File: src/rtl/ram_pkg.sv
`default_nettype none
// +----------------------------------------------------------------------------+
// | Module      : ram_pkg                                                      |
// | Description : Shared types and helpers for the ram_sdp_be RAM.            |
// |               - state_t     : clear-sequencer FSM state (ST_INIT/ST_IDLE) |
// |               - be_width()  : number of byte lanes in a data word         |
// |               - byte_merge(): per-byte merge, used for memory writes and  |
// |                               the read-during-write bypass                |
// | Revision    : 1.0 - initial release                                       |
// +----------------------------------------------------------------------------+
package ram_pkg;

   typedef enum logic [0:0] {
      ST_INIT = 1'b0,
      ST_IDLE = 1'b1
   } state_t;

   // byte_merge works on a fixed maximum width; callers zero-extend their
   // operands and truncate the result back to their own word width.
   localparam int MAX_DATA_WIDTH = 512;
   localparam int MAX_BE_WIDTH   = MAX_DATA_WIDTH / 8;

   function automatic int be_width(input int data_width);
      return data_width / 8;
   endfunction

   function automatic logic [MAX_DATA_WIDTH-1:0] byte_merge(
      input logic [MAX_DATA_WIDTH-1:0] old_word,
      input logic [MAX_DATA_WIDTH-1:0] new_word,
      input logic [MAX_BE_WIDTH-1:0]   be
   );
      logic [MAX_DATA_WIDTH-1:0] merged;
      merged = old_word;
      for (int i = 0; i < MAX_BE_WIDTH; i++) begin
         if (be[i]) begin
            merged[8*i +: 8] = new_word[8*i +: 8];
         end
      end
      return merged;
   endfunction

endpackage
`default_nettype wire

File: src/rtl/ram_sdp_be_if.sv
`default_nettype none
// +----------------------------------------------------------------------------+
// | Module      : ram_sdp_be_if                                                |
// | Description : Bus interface of ram_sdp_be.                                 |
// |               master: drives clr, wr_en/wr_addr/wr_be/din, rd_en/rd_addr  |
// |               slave : drives dout, rd_valid, init_busy                    |
// | Revision    : 1.0 - initial release                                       |
// +----------------------------------------------------------------------------+
interface ram_sdp_be_if #(
   parameter int DATA_WIDTH = 16,
   parameter int ADDR_WIDTH = 3
);
   import ram_pkg::*;

   localparam int BE_WIDTH = be_width(DATA_WIDTH);

   logic                  clr;
   logic                  wr_en;
   logic [ADDR_WIDTH-1:0] wr_addr;
   logic [BE_WIDTH-1:0]   wr_be;
   logic [DATA_WIDTH-1:0] din;
   logic                  rd_en;
   logic [ADDR_WIDTH-1:0] rd_addr;
   logic [DATA_WIDTH-1:0] dout;
   logic                  rd_valid;
   logic                  init_busy;

   modport master (
      output clr, wr_en, wr_addr, wr_be, din, rd_en, rd_addr,
      input  dout, rd_valid, init_busy
   );

   modport slave (
      input  clr, wr_en, wr_addr, wr_be, din, rd_en, rd_addr,
      output dout, rd_valid, init_busy
   );

endinterface
`default_nettype wire

File: src/rtl/ram_clear_seq.sv
`default_nettype none
// +----------------------------------------------------------------------------+
// | Module      : ram_clear_seq                                                |
// | Description : Clear sequencer for ram_sdp_be. Owns the INIT/IDLE FSM, the  |
// |               clear pointer and init_busy, and muxes either the clear     |
// |               write (INIT) or the user write (IDLE) onto the memory port. |
// | Ports       : clk, rst          - clock, synchronous active-high reset    |
// |               i_clr             - restart the clear sequence              |
// |               i_wr_*            - user write port                         |
// |               o_mem_*           - muxed memory write port                 |
// |               o_rd_ok           - reads may be accepted this cycle        |
// |               o_init_busy       - clear sequence in progress              |
// | Revision    : 1.0 - initial release                                       |
// +----------------------------------------------------------------------------+
module ram_clear_seq
   import ram_pkg::*;
#(
   parameter int                    DATA_WIDTH = 16,
   parameter int                    ADDR_WIDTH = 3,
   parameter logic [DATA_WIDTH-1:0] INIT_VALUE = '0
) (
   input  wire logic                               clk,
   input  wire logic                               rst,
   input  wire logic                               i_clr,
   input  wire logic                               i_wr_en,
   input  wire logic [ADDR_WIDTH-1:0]              i_wr_addr,
   input  wire logic [be_width(DATA_WIDTH)-1:0]    i_wr_be,
   input  wire logic [DATA_WIDTH-1:0]              i_din,
   output logic                                    o_mem_we,
   output logic      [ADDR_WIDTH-1:0]              o_mem_addr,
   output logic      [be_width(DATA_WIDTH)-1:0]    o_mem_be,
   output logic      [DATA_WIDTH-1:0]              o_mem_data,
   output logic                                    o_rd_ok,
   output logic                                    o_init_busy
);

   localparam logic [ADDR_WIDTH-1:0] c_last_addr = '1;

   state_t                r_state;
   logic [ADDR_WIDTH-1:0] r_ptr;
   logic                  r_busy;

   always_ff @(posedge clk) begin
      if (rst) begin
         r_state <= ST_INIT;
         r_ptr   <= '0;
         r_busy  <= 1'b1;
      end else begin
         case (r_state)
            ST_INIT: begin
               if (i_clr) begin
                  r_ptr <= '0;
               end else if (r_ptr == c_last_addr) begin
                  r_state <= ST_IDLE;
                  r_ptr   <= '0;
                  r_busy  <= 1'b0;
               end else begin
                  r_ptr <= r_ptr + 1'b1;
               end
            end
            ST_IDLE: begin
               if (i_clr) begin
                  r_state <= ST_INIT;
                  r_ptr   <= '0;
                  r_busy  <= 1'b1;
               end
            end
            default: begin
               r_state <= ST_INIT;
               r_ptr   <= '0;
               r_busy  <= 1'b1;
            end
         endcase
      end
   end

   // Nothing is written while rst is held, so the clear sequence always
   // starts from a quiet memory. A clr in IDLE drops the coincident write.
   always_comb begin
      o_mem_we   = 1'b0;
      o_mem_addr = i_wr_addr;
      o_mem_be   = i_wr_be;
      o_mem_data = i_din;
      if (r_state == ST_INIT) begin
         o_mem_we   = ~rst;
         o_mem_addr = r_ptr;
         o_mem_be   = '1;
         o_mem_data = INIT_VALUE;
      end else begin
         o_mem_we   = i_wr_en & ~i_clr & ~rst;
      end
   end

   assign o_rd_ok     = (r_state == ST_IDLE);
   assign o_init_busy = r_busy;

endmodule
`default_nettype wire

File: src/rtl/ram_sdp_be.sv
`default_nettype none
// +----------------------------------------------------------------------------+
// | Module      : ram_sdp_be                                                   |
// | Description : Simple-dual-port synchronous RAM with byte-enabled write,   |
// |               flagged read and a built-in clear sequencer.                |
// | Ports       : clk, rst - clock, synchronous active-high reset             |
// |               bus      - ram_sdp_be_if.slave (clr, write port, read port, |
// |                          dout, rd_valid, init_busy)                       |
// | Parameters  : DATA_WIDTH (multiple of 8), ADDR_WIDTH, RDW_MODE            |
// |               (0 = old data, 1 = byte-merged new data), INIT_VALUE        |
// | Macro       : RAM_SDP_OUT_REG_EN adds an output register stage            |
// |               (read latency 2 instead of 1).                              |
// | Revision    : 1.0 - initial release                                       |
// +----------------------------------------------------------------------------+
module ram_sdp_be
   import ram_pkg::*;
#(
   parameter int                    DATA_WIDTH = 16,
   parameter int                    ADDR_WIDTH = 3,
   parameter int                    RDW_MODE   = 0,
   parameter logic [DATA_WIDTH-1:0] INIT_VALUE = '0
) (
   input wire logic   clk,
   input wire logic   rst,
   ram_sdp_be_if.slave bus
);

   localparam int DEPTH    = 2 ** ADDR_WIDTH;
   localparam int BE_WIDTH = be_width(DATA_WIDTH);

   logic                  w_mem_we;
   logic [ADDR_WIDTH-1:0] w_mem_addr;
   logic [BE_WIDTH-1:0]   w_mem_be;
   logic [DATA_WIDTH-1:0] w_mem_data;
   logic                  w_rd_ok;
   logic                  w_rd_accept;
   logic                  w_bypass;
   logic [DATA_WIDTH-1:0] w_rd_word;
   logic [DATA_WIDTH-1:0] w_rd_data;

   logic [DATA_WIDTH-1:0] r_mem [DEPTH];
   logic [DATA_WIDTH-1:0] r_dout1;
   logic                  r_valid1;

   ram_clear_seq #(
      .DATA_WIDTH (DATA_WIDTH),
      .ADDR_WIDTH (ADDR_WIDTH),
      .INIT_VALUE (INIT_VALUE)
   ) u_clear_seq (
      .clk         (clk),
      .rst         (rst),
      .i_clr       (bus.clr),
      .i_wr_en     (bus.wr_en),
      .i_wr_addr   (bus.wr_addr),
      .i_wr_be     (bus.wr_be),
      .i_din       (bus.din),
      .o_mem_we    (w_mem_we),
      .o_mem_addr  (w_mem_addr),
      .o_mem_be    (w_mem_be),
      .o_mem_data  (w_mem_data),
      .o_rd_ok     (w_rd_ok),
      .o_init_busy (bus.init_busy)
   );

   // Memory array: read-modify-write of the addressed word, only the enabled
   // byte lanes change.
   always_ff @(posedge clk) begin
      if (w_mem_we) begin
         r_mem[w_mem_addr] <= DATA_WIDTH'(byte_merge(MAX_DATA_WIDTH'(r_mem[w_mem_addr]),
                                                     MAX_DATA_WIDTH'(w_mem_data),
                                                     MAX_BE_WIDTH'(w_mem_be)));
      end
   end

   assign w_rd_accept = bus.rd_en & w_rd_ok;
   assign w_rd_word   = r_mem[bus.rd_addr];

   // In new-data mode a same-address write in the same cycle is forwarded
   // through the same byte merge the array itself applies.
   assign w_bypass  = (RDW_MODE == 1) && w_mem_we && w_rd_accept &&
                      (w_mem_addr == bus.rd_addr);
   assign w_rd_data = w_bypass ?
                      DATA_WIDTH'(byte_merge(MAX_DATA_WIDTH'(w_rd_word),
                                             MAX_DATA_WIDTH'(w_mem_data),
                                             MAX_BE_WIDTH'(w_mem_be))) :
                      w_rd_word;

   // dout only changes on an accepted read; otherwise it holds.
   always_ff @(posedge clk) begin
      if (rst) begin
         r_dout1  <= '0;
         r_valid1 <= 1'b0;
      end else begin
         r_valid1 <= w_rd_accept;
         if (w_rd_accept) begin
            r_dout1 <= w_rd_data;
         end
      end
   end

`ifdef RAM_SDP_OUT_REG_EN
   logic [DATA_WIDTH-1:0] r_dout2;
   logic                  r_valid2;

   always_ff @(posedge clk) begin
      if (rst) begin
         r_dout2  <= '0;
         r_valid2 <= 1'b0;
      end else begin
         r_valid2 <= r_valid1;
         if (r_valid1) begin
            r_dout2 <= r_dout1;
         end
      end
   end

   assign bus.dout     = r_dout2;
   assign bus.rd_valid = r_valid2;
`else
   assign bus.dout     = r_dout1;
   assign bus.rd_valid = r_valid1;
`endif

endmodule
`default_nettype wire
File: src/flat_wrapper.sv
// flat-port wrapper written by rule: the top's interface ports become plain ports
module ram_sdp_be_flat import ram_pkg::*;
#(
   parameter int                    DATA_WIDTH = 16,
   parameter int                    ADDR_WIDTH = 3,
   parameter int                    RDW_MODE   = 0,
   parameter logic [DATA_WIDTH-1:0] INIT_VALUE = '0
)
  (clk, rst, bus_clr, bus_wr_en, bus_wr_addr, bus_wr_be, bus_din, bus_rd_en, bus_rd_addr, bus_dout, bus_rd_valid, bus_init_busy);
  ram_sdp_be_if #(.DATA_WIDTH(DATA_WIDTH), .ADDR_WIDTH(ADDR_WIDTH)) bus_i ();
  input wire logic clk;
  input wire logic rst;
  input wire logic [$bits(bus_i.clr)-1:0] bus_clr;
  input wire logic [$bits(bus_i.wr_en)-1:0] bus_wr_en;
  input wire logic [$bits(bus_i.wr_addr)-1:0] bus_wr_addr;
  input wire logic [$bits(bus_i.wr_be)-1:0] bus_wr_be;
  input wire logic [$bits(bus_i.din)-1:0] bus_din;
  input wire logic [$bits(bus_i.rd_en)-1:0] bus_rd_en;
  input wire logic [$bits(bus_i.rd_addr)-1:0] bus_rd_addr;
  output wire logic [$bits(bus_i.dout)-1:0] bus_dout;
  output wire logic [$bits(bus_i.rd_valid)-1:0] bus_rd_valid;
  output wire logic [$bits(bus_i.init_busy)-1:0] bus_init_busy;
  assign bus_i.clr = bus_clr;
  assign bus_i.wr_en = bus_wr_en;
  assign bus_i.wr_addr = bus_wr_addr;
  assign bus_i.wr_be = bus_wr_be;
  assign bus_i.din = bus_din;
  assign bus_i.rd_en = bus_rd_en;
  assign bus_i.rd_addr = bus_rd_addr;
  assign bus_dout = bus_i.dout;
  assign bus_rd_valid = bus_i.rd_valid;
  assign bus_init_busy = bus_i.init_busy;
  ram_sdp_be #(.DATA_WIDTH(DATA_WIDTH), .ADDR_WIDTH(ADDR_WIDTH), .RDW_MODE(RDW_MODE), .INIT_VALUE(INIT_VALUE)) u_core (.clk(clk), .rst(rst), .bus(bus_i));
endmodule
File: config.mk
export PLATFORM = sky130hd
export DESIGN_NAME = ram_sdp_be_flat
export DESIGN_NICKNAME = d
export VERILOG_FILES = /design/src/rtl/ram_pkg.sv /design/src/rtl/ram_sdp_be_if.sv /design/src/rtl/ram_clear_seq.sv /design/src/rtl/ram_sdp_be.sv /design/src/flat_wrapper.sv
export SDC_FILE = /design/constraint.sdc
export NUM_CORES = 1
export LEC_CHECK = 0
export CAP_MARGIN = 10
export CORE_MARGIN = 10
export CORE_UTILIZATION = 60
export CTS_BUF_LIST = sky130_fd_sc_hd__clkbuf_4
export DETAILED_ROUTE_END_ITERATION = 10
export PLACE_DENSITY = 0.89
export SYNTH_ARGS = -nofsm -noshare
export SYNTH_HDL_FRONTEND = slang
export SYNTH_SLANG_ARGS = --single-unit
File: constraint.sdc
create_clock -name clk -period 2.2 [get_ports clk]
set_clock_uncertainty 0.15 [all_clocks]
set_input_delay 0.66 -clock clk [delete_from_list [all_inputs] [get_ports clk]]
set_output_delay 0.66 -clock clk [all_outputs]
set_load 0.1 [all_outputs]
### Yosys cells after proc, flatten, opt, wreduce, memory -nomap -nowiden

Memories as Yosys holds them, arrays and structs flattened. A register that Yosys moved wholly into a read port is not among the register bits.
Index checks and enable logic that the tools add are counted.

| storage, ports and cells | value |
|---|---|
| register bits | 6 |
| memory bits (writable) | 128 |
| input bits | 29 |
| output and inout port bits | 18 |
| memories | 1 |

Memory list:

| memory | words | width | read ports | clocked after Yosys merged registers in | wr ports | RTL line | RTL |
|---|---|---|---|---|---|---|---|
| u_core.r_mem | 8 | 16 | 1 | 1 | 1 | ram_sdp_be.sv:41 | `logic [DATA_WIDTH-1:0] r_mem [DEPTH];` |

| operators by class | value |
|---|---|
| add/sub/neg operators | 1 |
| equal/unequal tests | 6 |
| mux-type cells | 22 |
| bitwise gates (word level) | 6 |
| reduce and logical (&&, ||, !) cells | 3 |

Operators with widths:

| cell | number |
|---|---|
| $mux W8 | 4 |
| $mux W16 | 1 |
| $mux W3 | 4 |
| $ne A2 B2 Y1 const B | 5 |
| $mux W1 | 9 |
| $pmux W3 S2 | 1 |
| $pmux W1 S2 | 2 |
| $reduce_and A2 Y1 | 2 |
| $add A3 B1 Y3 const B | 1 |
| $and A1 B1 Y1 | 3 |
| $eq A3 B3 Y1 const B | 1 |
| $not A1 Y1 | 3 |
| $reduce_and A3 Y1 | 1 |
| $mux W2 | 1 |

### Logic depth before layout (Yosys ltp)

Gate-level depths: netlist of the first run.

| depth | value |
|---|---|
| depth after elaboration | 7 |
| gate-level depth with buffers | 6 |

### By module

From an unflattened synthesis of the first run, not the netlist that was laid out.

| unflattened totals | value |
|---|---|
| cell total of the unflattened synthesis | 384 |
| area, all modules | 6072.1 um2 |

Modules (own cells, without submodules):

| module | times used | cells an instance | area an instance (um2) |
|---|---|---|---|
| ram_sdp_be | 1 | 339 | 5691.7 |
| ram_clear_seq | 1 | 45 | 380.4 |

### Least setup slack after synthesis of the first run

OpenSTA, ideal clock, no wires.

| timing | value |
|---|---|
| kind | input-to-reg |
| from | input port bus_wr_en |
| to | memory u_core.r_mem[0][0] (enable) |
| arrival | 1.498 ns |
| data required time | 1.680 ns |
| setup slack | 0.182 ns |
| cell stages on the path | 4 |
| cell sequence | nor2b_1 > nand2_1 > a21o_1 > nor2_1 |

| on the way | value |
|---|---|
| longest elaborated chain between the ends | 6 |

Ends and longest elaborated chain:

| what | RTL line | RTL |
|---|---|---|
| from (decl) | flat_wrapper.sv:14 | `input wire logic [$bits(bus_i.wr_en)-1:0] bus_wr_en;` |
| $and A1 B1 Y1 (*) (2 in a row) | ram_clear_seq.sv:90 | `o_mem_we = i_wr_en & ~i_clr & ~rst;` |
| $mux W1 (*) | ram_clear_seq.sv:84 | `if (r_state == ST_INIT) begin` |
| $mux W1 | ram_sdp_be.sv:68 | `if (w_mem_we) begin` |
| $mux W1 (not written as such) | ram_sdp_be.sv:69 | `r_mem[w_mem_addr] <= DATA_WIDTH'(byte_merge(MAX_DATA_WIDTH'(r_mem[w_mem_addr]),` |
| $reduce_and A2 Y1 (no line) (*) | -- |  |
| to (decl) | ram_sdp_be.sv:41 |  |

Every way passes the cells marked *; elsewhere a longest branch is shown, timed or not.

### Final worst setup path of the first run

| timing | value |
|---|---|
| from | register u_core.r_dout1[15] (netlist: u_core.bus.dout[15]), read port of u_core.r_mem |
| to | output port bus_dout[15] |

RTL lines:

| what | RTL line | RTL |
|---|---|---|
| from (decl) | ram_sdp_be.sv:42 | `logic [DATA_WIDTH-1:0] r_dout1;` |
| to (decl) | flat_wrapper.sv:20 | `output wire logic [$bits(bus_i.dout)-1:0] bus_dout;` |

No word-level cell between the ends.

==> run_results.csv, run 1 <==
group,metric,value,unit
clock_network,cts_root_buffer,"clkbuf_4",
route,first_iter_violations,401,
grt,grt_pass1_wl,21700,µm
yosys,synth_edf_count,128,
floorplanning,die_x,121,µm
finish,drive_above_1_share,20.8,%
yosys,netlist_top_cells_area,"edfxtp_1 (63%), mux2i_1 (11%), dfxtp_1 (7.2%)",
route,routed_wl,14100,µm
finish,diodes,0,
finish,final_nets,508,
route,viasPerCell,6.01,
critical_path,cpPeakStageDelay,0.41,ns
yosys,synth_mux_area_share,10.8,%
clock_network,cts.reportedPaths.clkPinSlew,0.12,ns
yosys,synth_common_cells,"edfxtp_1 (128), mux2i_1 (66), nor2_1 (35), a22oi_1 (32), dfxtp_1 (22)",
yosys,synthXorXnorAreaFrac,0,%
clock_network,cts_buffer_depth,2,
critical_path,cp_top_family,"flip-flops",
grt,gr-total-overflow,0,
sta,maxSlewHeadroom,67.6,%
yosys,yosysWarningCount,0,
clock_network,cts_resized,0,
sta,setup_violations,0,
yosys,synth.distinct_cells,30,
finish,fin_util,73.8,%
yosys,ys_async_sr_fraction,0,%
hold_path,hold_class,"flip-flop to flip-flop",
clock_network,cts_setup_buffers,0,
grt,grt_max_degree,26,
yosys,ys.flop_type,"edfxtp_1",
floorplanning,rows,36,
place,gp_congestion,0.824,
clock_network,cts_max_level,4,
route,ant_nets,0,
critical_path,path_max_fanout,2,
critical_path,cp_data_arrival_time,1.14,ns
critical_path,endpoint_kind,"output pin",
critical_path,path_class,"flip-flop to output pin",
finish,fillers,549,
yosys,synth_compound_area_share,6.27,%
floorplanning,dieArea,14600,µm²
sta,slew_violations,0,
yosys,synth_area,6110,µm²
critical_path,start_kind,"flip-flop",
clock_network,cts_hold_buf,0,
clock_network,cts_tree,"done",
route,vias,3745,
outcome,status,"finished clean",
place,port_buffers,46,
yosys,synth_top_family_by_area,"multiplexers",
place,place_hpwl,10000,µm
sta,max_slew.worst_pin.slew,0.486,ns
yosys,synth_top_area_share,62.9,%
yosys,yosysMostFrequentCell,"edfxtp_1",
floorplanning,start_util,61.9,%
floorplanning,core,9860,µm²
critical_path,critPathRequiredTime,1.39,ns
flow_run,max-cap-violations,0,
yosys,synth_nets,431,
floorplanning,die_h,121,µm
yosys,yosys.area_share.simple,9.09,%
yosys,synth_top_cell_by_area,"edfxtp_1",
grt,antenna_found_initial,0,
grt,track_usage,19.6,%
sta,period_minus_slack,1.95,ns
sta,final_hold_viol_count,0,
critical_path,slowest_stage,"dfxtp_1",
sta,fmax,514,MHz
power_and_ir_drop,power_density,682,nW/µm²
power_and_ir_drop,power.leakage,2.60,nW
floorplanning,num_io_pins,47,
critical_path,crit_chain,"buf_12",
power_and_ir_drop,ir_drop,459,µV
sta,rsz0062_at_grt,"no",
clock_network,numCtsBuffers,17,
finish,area_growth,19.3,%
yosys,synthCells,400,
critical_path,critPathBufInv,1,
sta,finalCritPeriodShare,88.5,%
route,drc_errors,0,
route,wl_per_cell,22.7,µm
route,firstDrtPassIters,5,
clock_network,cts.sinks,150,
power_and_ir_drop,power,0.00497,W
clock_network,insertion_delay,0.53,ns
yosys,synth_seq_area_share,70.1,%
yosys,synth-seq-cells,150,
grt,first_global_vias,3775,
yosys,synthAdderAreaFrac,0.410,%
yosys,synth.avg_cell_area,15.3,µm²
path summary, 6_finish.rpt:
path | start | end | slack [ns] | cells after the start
max | u_core.bus.dout[15]$_SDFFE_PP0P_ | bus_dout[15] | 0.25 | 1
min | u_core.bus.dout[7]$_SDFFE_PP0P_ | u_core.bus.dout[7]$_SDFFE_PP0P_ | 0.42 | 2
max reg2reg | u_core.u_clear_seq.o_rd_ok$_SDFF_PP0_ | u_core.r_mem[3][15]$_DFFE_PP_ | 0.32 | 5
min reg2reg | u_core.bus.dout[7]$_SDFFE_PP0P_ | u_core.bus.dout[7]$_SDFFE_PP0P_ | 0.42 | 2
final cells by class:
cell class                      instances  area [µm²]  area share (%)
Clock buffer                           21         158            2.16
Clock inverter                         11         110            1.51
Inverter                                1        3.75          0.0515
Multi-Input combinational cell        226        1620            22.3
Sequential cell                       150        4280            58.8
Tap cell                              133         166            2.28
Timing Repair Buffer                   81         938            12.9
routing by layer:
metal	track usage, %	up-vias	share of wire, %
li1	-	1672	-
met1	26.0	1798	40
met5	0	-	0
met2	30.4	246	48
met4	7.01	0	1.9
met3	5.17	29	11
registers in the layout, indices dropped and copies added (netlist names):
signal and flops:
u_core.u_clear_seq.o_rd_ok 1, u_core.u_clear_seq.o_init_busy 1, u_core.bus.rd_valid 1, u_core.r_mem 128, u_core.u_clear_seq.r_ptr 3, u_core.bus.dout 16
stage by stage:
stage / instance area (µm²) / setup TNS, ns / hold slack, ns / setup WS (ns) / cells
finish: 7280 / 0 / 0.417 / 0.254 / 623
global route: 7280 / 0 / 0.447 / 0.179 / 623
CTS: 7280 / 0 / 0.423 / 0.220 / 623
detailed placement: 7020 / -25.73 / 0.407 / -0.240 / 591
global placement: 7020 / -22.81 / 0.395 / -0.198 / 591
floorplan: 6110 / 0 / 0.380 / 0.182 / 400
where the power goes:
group	leakage, nW	switching [W]	internal [W]
Clock	0.154	0.000877	0.000711
Sequential	1.32	0.0000127	0.00308
Combinational	1.12	0.000150	0.000139
layout by cell type, fill, tap and decap left out, types with 3 or more instances in the layout:
master and count:
edfxtp_1 128, mux2i_1 66, nor2_1 35, buf_4 33
a22oi_1 32, clkdlybuf4s50_1 27, dfxtp_1 22, clkbuf_4 21
buf_12 21, and2_1 20, a21oi_1 19, nor3_2 16
nand2_1 14, clkinv_2 6, nor3_1 5, nor2b_1 3
cells by family (layout without fill, tap and decap cells):
group	Yosys count	after routing
buffers and inverters	24	114
adders and majority gates	2	2
AOI/OAI and AO/OA	58	58
DFF	150	150
and+or+nand+nor	100	100
muxes	66	66
No activity file was read; power rests on OpenSTA's default activity.
==> inputs of run 2 (changes only) <==
--- a/config.mk
+++ b/config.mk
@@ -7,10 +7,10 @@
 export LEC_CHECK = 0
 export CAP_MARGIN = 10
 export CORE_MARGIN = 10
-export CORE_UTILIZATION = 60
+export CORE_UTILIZATION = 54
 export CTS_BUF_LIST = sky130_fd_sc_hd__clkbuf_4
 export DETAILED_ROUTE_END_ITERATION = 10
-export PLACE_DENSITY = 0.89
+export PLACE_DENSITY = 0.83
 export SYNTH_ARGS = -nofsm -noshare
 export SYNTH_HDL_FRONTEND = slang
 export SYNTH_SLANG_ARGS = --single-unit
==> constraint.sdc (replaced) <==
create_clock -name clk -period 1.55 [get_ports clk]
set_clock_uncertainty 0.15 [all_clocks]
set_input_delay 0.465 -clock clk [delete_from_list [all_inputs] [get_ports clk]]
set_output_delay 0.465 -clock clk [all_outputs]
set_load 0.1 [all_outputs]
==> run 2 against run 1 <==
  * The flow now finishes with violations (negative setup slack)
  * Total power increased by 52%
  * Final area up 10%
  * First-iteration DRC count down 29%
==> run_results.csv, run 2 (synthesized netlist as in run 1, its figures left out) <==
group,metric,value,unit
outcome,status,"finished, violations left",
outcome,violations,"negative setup slack",
critical_path,critPathRequiredTime,0.93,ns
power_and_ir_drop,p_seq_share,58.1,%
route,ant_nets,0,
power_and_ir_drop,power_density,937,nW/µm²
floorplanning,num_io_pins,47,
clock_network,cts_buffer_depth,2,
sta,maxSlewHeadroom,79.4,%
place,port_buffers,46,
sta,rsz0062_at_grt,"yes",
grt,track_usage,15.9,%
grt,first_global_vias,3681,
clock_network,insertion_delay,0.53,ns
critical_path,cp_top_family,"flip-flops",
critical_path,cpPeakStageDelay,0.39,ns
clock_network,cts.reportedPaths.clkPinSlew,0.13,ns
critical_path,critPathBufInv,1,
sta,finalSetupTns,-11.58,ns
power_and_ir_drop,ir_drop,772,µV
sta,fmax,585,MHz
critical_path,start_kind,"flip-flop",
sta,final_hold_viol_count,0,
route,top_layer_used,"met4",
clock_network,cts_tree,"done",
sta,finalCritPeriodShare,110,%
critical_path,setup.worst_path.start,"u_core.bus.dout[0]$_SDFFE_PP0P_",
floorplanning,core,10900,µm²
critical_path,endpoint_kind,"output pin",
route,first_iter_violations,286,
grt,antenna_found_initial,0,
sta,worst_slack,-0.158,ns
critical_path,path_max_fanout,2,
route,wl_met3,847,µm
hold_path,hold_class,"input port to flip-flop",
floorplanning,start_util,55.9,%
route,viasPerCell,5.72,
floorplanning,die_h,126,µm
place,gp_congestion,0.829,
critical_path,cp_data_arrival_time,1.09,ns
route,wl_per_cell,21.4,µm
route,routed_wl,13700,µm
clock_network,cts_hold_buf,0,
finish,drive_above_1_share,43.1,%
route,firstDrtPassIters,6,
power_and_ir_drop,clkPwrFrac,35.6,%
sta,slew_violations,0,
route,drc_errors,0,
power_and_ir_drop,power.leakage,2.85,nW
sta,setup_violations,163,
power_and_ir_drop,p_comb_share,6.4,%
critical_path,slowest_stage,"dfxtp_2",
place,place_hpwl,8690,µm
route,drt-met1-wl,5630,µm
critical_path,r2r_slack,-0.16,ns
clock_network,cts_root_buffer,"clkbuf_4",
sta,max_slew.worst_pin.slew,0.301,ns
route,vias,3644,
floorplanning,die_x,126,µm
finish,largest_reg_flops,128,
floorplanning,rows,38,
grt,gr-total-overflow,0,
finish,layout_commonest_cell,"edfxtp_1",
flow_run,max-cap-violations,0,
finish,diodes,0,
grt,grt_max_degree,27,
power_and_ir_drop,intPower,0.00587,W
clock_network,cts.sinks,150,
finish,final_cell_mix,"edfxtp_1 (128), mux2i_1 (66), buf_12 (29), a22oi_1 (25), clkdlybuf4s50_1 (24)",
clock_network,numCtsBuffers,17,
finish,regMostFlops,"u_core.r_mem",
critical_path,path_class,"flip-flop to output pin",
power_and_ir_drop,power.switching,0.00166,W
critical_path,crit_chain,"buf_12",
hold_path,min_from,"bus_clr",
finish,fin_util,73.6,%
finish,area_growth,31.7,%
sta,period_minus_slack,1.71,ns
clock_network,cts_max_level,4,
route,met2_length,7000,µm
floorplanning,dieArea,16000,µm²
finish,final_nets,515,
power_and_ir_drop,switching_share,22.1,%
critical_path,r2r_start,"u_core.u_clear_seq.o_rd_ok$_SDFF_PP0_",
grt,grt_pass1_wl,19900,µm
## run 2: power by group through the flow
stage                     combinational, W  sequential [W]  clock, W
final                             0.000479         0.00438   0.00268
after global routing              0.000508         0.00438   0.00288
after CTS                         0.000439         0.00438   0.00271
after detailed placement          0.000425         0.00447         0
after global placement            0.000408         0.00447         0
after floorplan                   0.000273         0.00447         0
## run 2: final cells by class
class | instances | area [µm²]
Clock buffer | 17 | 128
Clock inverter | 15 | 203
Fill cell | 626 | 2890
Inverter | 1 | 3.75
Multi-Input combinational cell | 226 | 2050
Sequential cell | 150 | 4310
Tap cell | 140 | 175
Timing Repair Buffer | 88 | 1170
## run 2: repair_timing
action,in CTS,in global routing
endpoints found under the setup margin,208,162
gates cloned,0,3
resized for setup,62,52
pin swaps,21,29
setup buffers,7,4
## run 2: stage by stage
| stage | hold slack [ns] | area (µm²) | worst slack, ns | cells | power, W |
|---|---|---|---|---|---|
| 4_1_cts | 0.256 | 7770 | -0.189 | 632 | 0.00752 |
| 5_1_grt | 0.274 | 8040 | -0.221 | 637 | 0.00777 |
| 3_5_place_dp | 0.406 | 7230 | -0.670 | 593 | 0.00490 |
| 6_report | 0.286 | 8040 | -0.158 | 637 | 0.00754 |
| 3_3_place_gp | 0.405 | 7230 | -0.613 | 593 | 0.00488 |
| 2_1_floorplan | 0.380 | 6300 | -0.0209 | 400 | 0.00474 |
## run 2: metal layers
layer  vias to the layer above  global-route usage [%]
met5                         -                       0
met4                         0                    6.30
met3                        16                    4.71
met2                       133                    25.5
met1                      1806                    19.7
li1                       1689                       -
## run 2: worst min-delay path: stages
cell           delay [ns]
dlygate4sd2_1        0.26
buf_4                0.17
nor3_1               0.05
## run 2: final timing paths
path	to	cells past startpoint
min	u_core.u_clear_seq.o_rd_ok$_SDFF_PP0_	3
min reg2reg	u_core.bus.dout[10]$_SDFFE_PP0P_	2
max	bus_dout[0]	1
max reg2reg	u_core.r_mem[3][14]$_DFFE_PP_	5
